[src/rtl/audio_filter_sequencer.sv]
// Output-stage filter configuration controller: host writes land in shadow registers, and a commit
// swaps them into the active set behind a gain ramp-down / settle / ramp-up so the switch is click-free.
module audio_filter_sequencer #(
  parameter int SETTLE_SAMPLES = 256,
  parameter int RAMP_STEP      = 1
) (
  input  logic        clk,
  input  logic        reset_n,
  input  logic        sample_ce,
  input  logic        wr,
  input  logic [2:0]  addr,
  input  logic [31:0] wdata,
  input  logic [15:0] core_l_in,
  input  logic [15:0] core_r_in,
  output logic [31:0] flt_rate,
  output logic [39:0] cx,
  output logic [7:0]  cx0,
  output logic [7:0]  cx1,
  output logic [7:0]  cx2,
  output logic [23:0] cy0,
  output logic [23:0] cy1,
  output logic [23:0] cy2,
  output logic [15:0] core_l,
  output logic [15:0] core_r,
  output logic [7:0]  gain,
  output logic        busy,
  output logic        done
);

  typedef enum logic [2:0] {MUTED, IDLE, RAMP_DOWN, LOAD, SETTLE, RAMP_UP} state_t;

  localparam int              CNT_W       = $clog2(SETTLE_SAMPLES) + 1;
  localparam logic [CNT_W-1:0] SETTLE_LAST = CNT_W'(SETTLE_SAMPLES - 1);
  localparam logic [8:0]      STEP        = 9'(RAMP_STEP);
  localparam logic [8:0]      UNITY       = 9'd128;

  state_t             state, state_next;
  logic               pending, consume, load_en, gain_dn, gain_up, cnt_inc;
  logic [CNT_W-1:0]   settle_cnt;
  logic               commit;

  logic [31:0] sh_flt_rate;
  logic [39:0] sh_cx;
  logic [7:0]  sh_cx0, sh_cx1, sh_cx2;
  logic [23:0] sh_cy0, sh_cy1, sh_cy2;

  // Signed 16 x 9 product kept at full 25 bits, then >>>7 so gain 128 is exact pass-through.
  function automatic logic [15:0] scale(input logic [15:0] x, input logic [7:0] g);
    logic signed [24:0] xe, ge, prod, shifted;
    xe      = {{9{x[15]}}, x};
    ge      = {17'd0, g};
    prod    = xe * ge;
    shifted = prod >>> 7;
    return shifted[15:0];
  endfunction

  function automatic logic [7:0] ramp_down(input logic [7:0] g);
    logic [8:0] g9;
    g9 = {1'b0, g};
    return (g9 > STEP) ? (g - STEP[7:0]) : 8'd0;
  endfunction

  function automatic logic [7:0] ramp_up(input logic [7:0] g);
    logic [8:0] s;
    s = {1'b0, g} + STEP;
    return (s >= UNITY) ? 8'd128 : s[7:0];
  endfunction

  assign commit = wr && (addr == 3'd7);
  assign busy   = (state == RAMP_DOWN) || (state == LOAD) || (state == SETTLE) || (state == RAMP_UP);
  assign done   = (state == RAMP_UP) && (gain == 8'd128);

  always_comb begin
    state_next = state;
    consume    = 1'b0;
    load_en    = 1'b0;
    gain_dn    = 1'b0;
    gain_up    = 1'b0;
    cnt_inc    = 1'b0;
    case (state)
      MUTED:     if (pending) begin state_next = LOAD; consume = 1'b1; end
      IDLE:      if (pending) begin state_next = RAMP_DOWN; consume = 1'b1; end
      RAMP_DOWN: if (gain == 8'd0) state_next = LOAD;
                 else gain_dn = sample_ce;
      LOAD:      begin load_en = 1'b1; state_next = SETTLE; end
      SETTLE:    if (sample_ce) begin
                   cnt_inc = 1'b1;
                   if (settle_cnt == SETTLE_LAST) state_next = RAMP_UP;
                 end
      RAMP_UP:   if (gain == 8'd128) state_next = IDLE;
                 else gain_up = sample_ce;
      default:   state_next = MUTED;
    endcase
  end

  always_ff @(posedge clk or negedge reset_n) begin
    if (!reset_n) begin
      state      <= MUTED;
      pending    <= 1'b0;
      settle_cnt <= '0;
      gain       <= 8'd0;
    end else begin
      state   <= state_next;
      pending <= commit | (pending & ~consume);
      if (load_en)      settle_cnt <= '0;
      else if (cnt_inc) settle_cnt <= settle_cnt + 1'b1;
      if (gain_dn)      gain <= ramp_down(gain);
      else if (gain_up) gain <= ramp_up(gain);
    end
  end

  // Shadow bank takes host writes in any state; the active bank moves only on the LOAD clock.
  always_ff @(posedge clk or negedge reset_n) begin
    if (!reset_n) begin
      sh_flt_rate <= '0; sh_cx <= '0;
      sh_cx0 <= '0; sh_cx1 <= '0; sh_cx2 <= '0;
      sh_cy0 <= '0; sh_cy1 <= '0; sh_cy2 <= '0;
      flt_rate <= '0; cx <= '0;
      cx0 <= '0; cx1 <= '0; cx2 <= '0;
      cy0 <= '0; cy1 <= '0; cy2 <= '0;
    end else begin
      if (load_en) begin
        flt_rate <= sh_flt_rate; cx <= sh_cx;
        cx0 <= sh_cx0; cx1 <= sh_cx1; cx2 <= sh_cx2;
        cy0 <= sh_cy0; cy1 <= sh_cy1; cy2 <= sh_cy2;
      end
      if (wr) begin
        case (addr)
          3'd0:    sh_flt_rate <= wdata;
          3'd1:    sh_cx[31:0] <= wdata;
          3'd2:    sh_cx[39:32] <= wdata[7:0];
          3'd3:    begin sh_cx2 <= wdata[23:16]; sh_cx1 <= wdata[15:8]; sh_cx0 <= wdata[7:0]; end
          3'd4:    sh_cy0 <= wdata[23:0];
          3'd5:    sh_cy1 <= wdata[23:0];
          3'd6:    sh_cy2 <= wdata[23:0];
          default: ;
        endcase
      end
    end
  end

  // Gain stage: one-clock registered scaling of the core samples, independent of sample_ce.
  always_ff @(posedge clk or negedge reset_n) begin
    if (!reset_n) begin
      core_l <= '0;
      core_r <= '0;
    end else begin
      core_l <= scale(core_l_in, gain);
      core_r <= scale(core_r_in, gain);
    end
  end

endmodule
[config.mk]
export PLATFORM = sky130hd
export DESIGN_NAME = audio_filter_sequencer
export DESIGN_NICKNAME = d
export VERILOG_FILES = /design/src/rtl/audio_filter_sequencer.sv
export SDC_FILE = /design/constraint.sdc
export NUM_CORES = 1
export LEC_CHECK = 0
export CAP_MARGIN = 20
export CELL_PAD_IN_SITES_DETAIL_PLACEMENT = 1
export CELL_PAD_IN_SITES_GLOBAL_PLACEMENT = 2
export CORE_ASPECT_RATIO = 1.25
export CORE_MARGIN = 3
export CORE_UTILIZATION = 40
export CTS_CLUSTER_SIZE = 40
export DETAILED_ROUTE_END_ITERATION = 6
export DONT_BUFFER_PORTS = 1
export GPL_TIMING_DRIVEN = 0
export MAX_ROUTING_LAYER = met4
export PLACE_DENSITY = 0.82
export SYNTH_ARGS = -nofsm -noshare
export SYNTH_HDL_FRONTEND = slang
export SYNTH_SLANG_ARGS = --single-unit
[constraint.sdc]
create_clock -name clk -period 5.8 [get_ports clk]
set_input_delay 1.16 -clock clk [delete_from_list [all_inputs] [get_ports clk]]
set_output_delay 1.16 -clock clk [all_outputs]
set_load 0.02 [all_outputs]
# --- After elaboration in Yosys (flattened, before gate mapping) ---
# Cells that the tools add are included.
word_totals:
  register_bits: 389
  out_inout_bits: 210
  input_bits: 71
  wordCells: 94
op_classes:
  magnitude_cmp: 2
  addsub: 3
  n_bitwise: 3
  n_eq_ne: 20
  reduce_logical: 19
  mul: 2
  n_mux: 22
ops:
  columns: ["cell", "count"]
  rows:
  - ["$mul 16x9->23", 2]
  - ["$mux 8", 4]
  - ["$eq 3x3->1 const B", 6]
  - ["$mux 3", 6]
  - ["$mux 9", 2]
  - ["$pmux 3 s6", 1]
  - ["$reduce_and 2->1", 7]
  - ["$eq 3x2->1 const B", 4]
  - ["$add 8x1->9 const B", 1]
  - ["$add 9x1->9 const B", 1]
  - ["$eq 9x8->1 const B", 1]
  - ["$ge 9x8->1 const B", 1]
  - ["$mux 1", 9]
  - ["$eq 8x8->1 const B", 1]
  - ["$gt 8x1->1 const B", 1]
  - ["$logic_not 8->1", 1]
  - ["$sub 8x1->8 const B", 1]
  - ["$eq 3x1->1 const B", 2]
  - ["$logic_not 3->1", 2]
  - ["$ne 2x1->1 const B", 3]
  - ["$ne 2x2->1 const B", 3]
  - ["$reduce_and 6->1", 1]
  - ["$reduce_bool 2->1", 2]
  - ["$logic_or 1x1->1", 3]
  - ["other kinds (5)", 6]

# --- Depth between registers and ports, before layout ---
depth:
  depth_word: 6
  ltp_mapped: 19
  mapped_depth_nobuf: 17

# --- Worst setup path after synthesis ---
# No wires, ideal clock.
synth_path:
  kind: "input -> register"
  from: "input core_l_in[15]"
  to: "register core_l[15]"
  slack_ns: 0.673
  n_path_buf: 1
  t_required_ns: 5.675
  arrival_time_ns: 5.002
  setup_time_ns: 0.125
  cell_stages: 16
  cell_sequence: "clkbuf_1 > nand2_1 > fa_1 > fa_1 > inv_1 > fa_1 > inv_1 > fa_1 > inv_1 > ha_1 > a21oi_1 > a21boi_0 > o21ai_0 > nor2_1 > a311o_1 > xnor2_1"
synth_via:
  elab_chain_len: 1
synth_rtl:
  columns: ["item", "line_no", "source"]
  rows:
  - ["from (decl)", "13", "input logic [15:0] core_l_in,"]
  - ["$mul 16x9->23", "52", "prod = xe * ge;"]
  - ["to (signal assigned)", "148", "core_l <= scale(core_l_in, gain);"]
  - ["to (decl)", "23", "output logic [15:0] core_l,"]
# Every way passes these cells.
# A chain may end at the register's enable or synchronous reset.

# --- Worst setup path after layout ---
layout_path:
  from: "register gain[0]"
  to: "register core_r[14]"
layout_via:
  elab_chain_len: 1
layout_rtl:
  columns: ["item", "line_no", "source"]
  rows:
  - ["from (decl)", "25", "output logic [7:0] gain,"]
  - ["from (signal assigned)", "107", "if (gain_dn) gain <= ramp_down(gain);"]
  - ["from (signal assigned)", "108", "else if (gain_up) gain <= ramp_up(gain);"]
  - ["$mul 16x9->23", "52", null]
  - ["to (signal assigned)", "149", "core_r <= scale(core_r_in, gain);"]
  - ["to (decl)", "24", "output logic [15:0] core_r,"]
# Every way passes these cells.

==> metrics.yaml <==
status: "complete, but fails checks"
violations: "slew limit"
synth_top_family_by_area: "adder cells"
worst_pin_slew_ns: 1.887
fill_cells: 6293
synth_edf_count: 0
overflow: 0
synth-simple-area-share: 0.1653
synth-seq-cells: 389
ioPinCount: 281
peakVddDrop_mv: 0.5504
synth-warning-count: 0
power_density_mw_per_mm2: 699.1
syn-num-nets: 2608
cellLeakagePower_nw: 12.82
drive_gt1_frac: 0.1220
utilization: 0.4520
grt_start_max_net_pins: 390
cts.reportedPaths.clkPinSlew_ns: 0.07
vias_per_cell: 5.140
synthMuxAreaShare: 0.08494
synth.top_cell.area_share: 0.4231
seqPwrFrac: 0.295
netlist_area_sq_mm: 0.02301
swShare: 0.4728
yosysUniqueCellTypes: 61
synthTopCellsByArea: "dfrtp_1, fa_1, nand2_1, mux2_2, ha_1"
synth_compound_area_frac: 0.03317
clock.fmax_mhz: 183.1
min_path_type: "in -> async"
rows: 97
grt_pass1_vias: 18210
synth_flop_cell: "dfrtp_1"
fin_cells: 3078
area_growth_pct: 10.87
fin_crit_ns: 5.461
setup_viol: 0
totalWireLength_um: 66230
dp_hpwl_um: 49900
multi_input_area_sq_mm: 0.01194
required_ns: 6.29
clock_latency_ns: 0.58
hold_viol_final: 0
final.period_utilization: 0.9415
floorplan.initialDensity: 0.4077
critPathArrivalTime_ns: 5.95
num_antenna_cells: 0
synth_fa_ha_area_frac: 0.2144
cts_root_buffer: "clkbuf_16"
dieWidth_um: 220.5
cp_max_fo: 10
clkSinkCount: 389
p_total_mw: 17.83
die_h_um: 274.1
cts_made_buffers: 42
synth-seq-area-share: 0.4231
routabilityCongestion: 0.8633
relSlewSlack: -0.2577
grt_antenna_before_repair: 0
async_reset_ff_frac: 1.000
startpoint_type: "flop"
drc_errors: 0
syn_inst: 2258
cts_tree: "built"
skew_ns: 0.02558
grt_first_pass_wirelength_um: 103200
stdcell_area_sq_mm: 0.02551
worstSetupPathType: "reg -> reg"
p_comb_frac: 0.543
detail-route-antenna-nets: 0
yosysTopAreaCell: "dfrtp_1"
core_sq_mm: 0.05644
synthXorXnorAreaFrac: 0.01903
p_int_mw: 9.402
cts_buffer_depth: 3
wl_per_cell_um: 21.52
die-area_sq_mm: 0.06045
vias: 15820
clkPwrFrac: 0.163
timing.hold.ws_ns: 0.2649
drt_iter0_drc: 581
design.final.nets: 2652
h-tree-depth: 2
register_area_sq_mm: 0.009737
max_cap_violations: 0
p_switching_mw: 8.432
dpl.cell_count: 3001
dr.pass1.iters: 4
grt_use_total: 0.2308
port_buffers: 0
placed_cell_area_sq_mm: 0.02395
end_kind: "flop"
cts_setup_buffers: 0
rsz0062_at_grt: "false"
syn_area_per_cell_sq_um: 10.19
drv_slew: 140
repair_timing:
item	4_1_cts	5_1_grt
endpoints found under the setup margin	23	15
gates resized for setup	24	16
hold buffers	0	0
per-layer routing:
layer | GRT usage | up-vias | wire [um] | part of all wire
met1 | 0.2316 | 8274 | 22970 | 0.35
li1 | - | 7092 | - | -
met2 | 0.4209 | 353 | 35570 | 0.54
met4 | 0.06956 | 0 | 2054 | 0.031
met5 | - | - | 0 | 0
met3 | 0.07870 | 102 | 5634 | 0.085
cell usage after synthesis, types with 2 or more instances:
cell type,instances
a211oi_1,2
a21boi_0,3
a21o_1,11
a21oi_1,31
a221oi_1,2
a22o_1,3
a31oi_1,5
and2_1,116
and3_1,6
and4_1,3
buf_1,11
buf_2,2
clkbuf_1,78
dfrtp_1,389
fa_1,192
ha_1,87
inv_1,274
mux2_2,170
mux2i_1,4
nand2_1,666
nand2b_1,3
nand3_1,8
nand3b_1,2
nand4_1,5
nand4b_1,2
nand4bb_1,2
nor2_1,36
nor2b_1,5
nor3_1,15
nor3b_1,4
nor4_1,2
o211ai_1,2
o21a_1,7
o21ai_0,24
o21bai_1,4
o22ai_1,2
o311ai_0,2
o31ai_1,4
or2_2,3
or3_1,2
xnor2_1,35
xor2_1,15
registers in the layout (all words and copies together), names as in the netlist, 3 cells and up:
name and count:
settle_cnt 9, cx 40, state 3, sh_cy0 24, cx1 8, flt_rate 32, gain 8, sh_cx1 8
cx2 8, cy2 24, sh_cx 40, core_r 16, sh_cx0 8, cy0 24, sh_cx2 8, cx0 8
sh_flt_rate 32, sh_cy1 24, cy1 24, core_l 16, sh_cy2 24
cell families after synthesis:
group,count (synthesis)
AOI/OAI and AO/OA,115
and+or+nand+nor,885
muxes,174
adders and majority gates,279
xor gates and xnor gates,50
buffers and inverters,366
DFF,389
area by class of cell:
class	instances	share of cell area
multi-input cells	1503	0.4681
flip-flops and latches	389	0.3817
clock buffers	57	0.04655
inverters	274	0.04032
well taps	742	0.03639
plain buffers	91	0.01491
clock inverters	21	0.01187
repair buffers	1	0.0001962
power groups by stage:
stage                     clock network, mW  logic [mW]  registers (mW)
after detailed placement                  0        9.71            5.30
after global placement                    0        9.32            5.29
after CTS                              2.98        9.81            5.28
final                                  2.90        9.68            5.25
after global routing                   3.10        11.2            5.38
after floorplan                           0        7.27            4.94
stage by stage:
stage	TNS, ns	setup WS (ns)
after floorplan	0	0.6733
after global placement	-9.642	-0.7921
after detailed placement	-10.02	-0.8165
after CTS	0	0.01875
after global routing	0	0.03452
final	0	0.3391
critical path, cell delays in order, from the launching register on:
cell and delay, ns:
dfrtp_2 0.55, clkbuf_2 0.33, buf_2 0.35, nand2_1 0.13
fa_1 0.54, inv_1 0.05, fa_1 0.50, inv_1 0.06
fa_1 0.45, fa_1 0.52, inv_1 0.05, ha_1 0.35
a21oi_2 0.27, o21ai_0 0.20, a311oi_2 0.34, o31ai_1 0.15
a221oi_1 0.37, xnor2_1 0.17
layout by cell type, fill, tap and decap left out, types with 6 or more instances in the layout:
cell / instances
and2_1: 116
inv_1: 274
and3_1: 6
buf_2: 7
ha_1: 87
clkbuf_2: 19
clkbuf_8: 8
o21ai_0: 24
o21a_1: 7
nand2_1: 666
a21oi_1: 30
mux2_2: 170
xnor2_1: 35
nor2_1: 36
dfrtp_1: 387
nor3_1: 14
nand3_1: 8
fa_1: 192
xor2_1: 15
buf_1: 7
clkbuf_16: 42
clkbuf_1: 65
a21o_1: 11
path summary, 6_finish.rpt:
kind                                 from    endpoint  slack, ns  cells past startpoint
worst max-delay path              gain[0]  core_r[14]       0.34                     17
worst min-delay path              reset_n   core_r[2]       0.26                      0
worst max register to register    gain[0]  core_r[14]       0.34                     17
worst min register to register  sh_cx[12]      cx[12]       0.46                      2
max in group asynchronous         reset_n     gain[0]       3.88                      0
min in group clk                sh_cx[12]      cx[12]       0.46                      2
No activity file was read; power rests on OpenSTA's default activity.
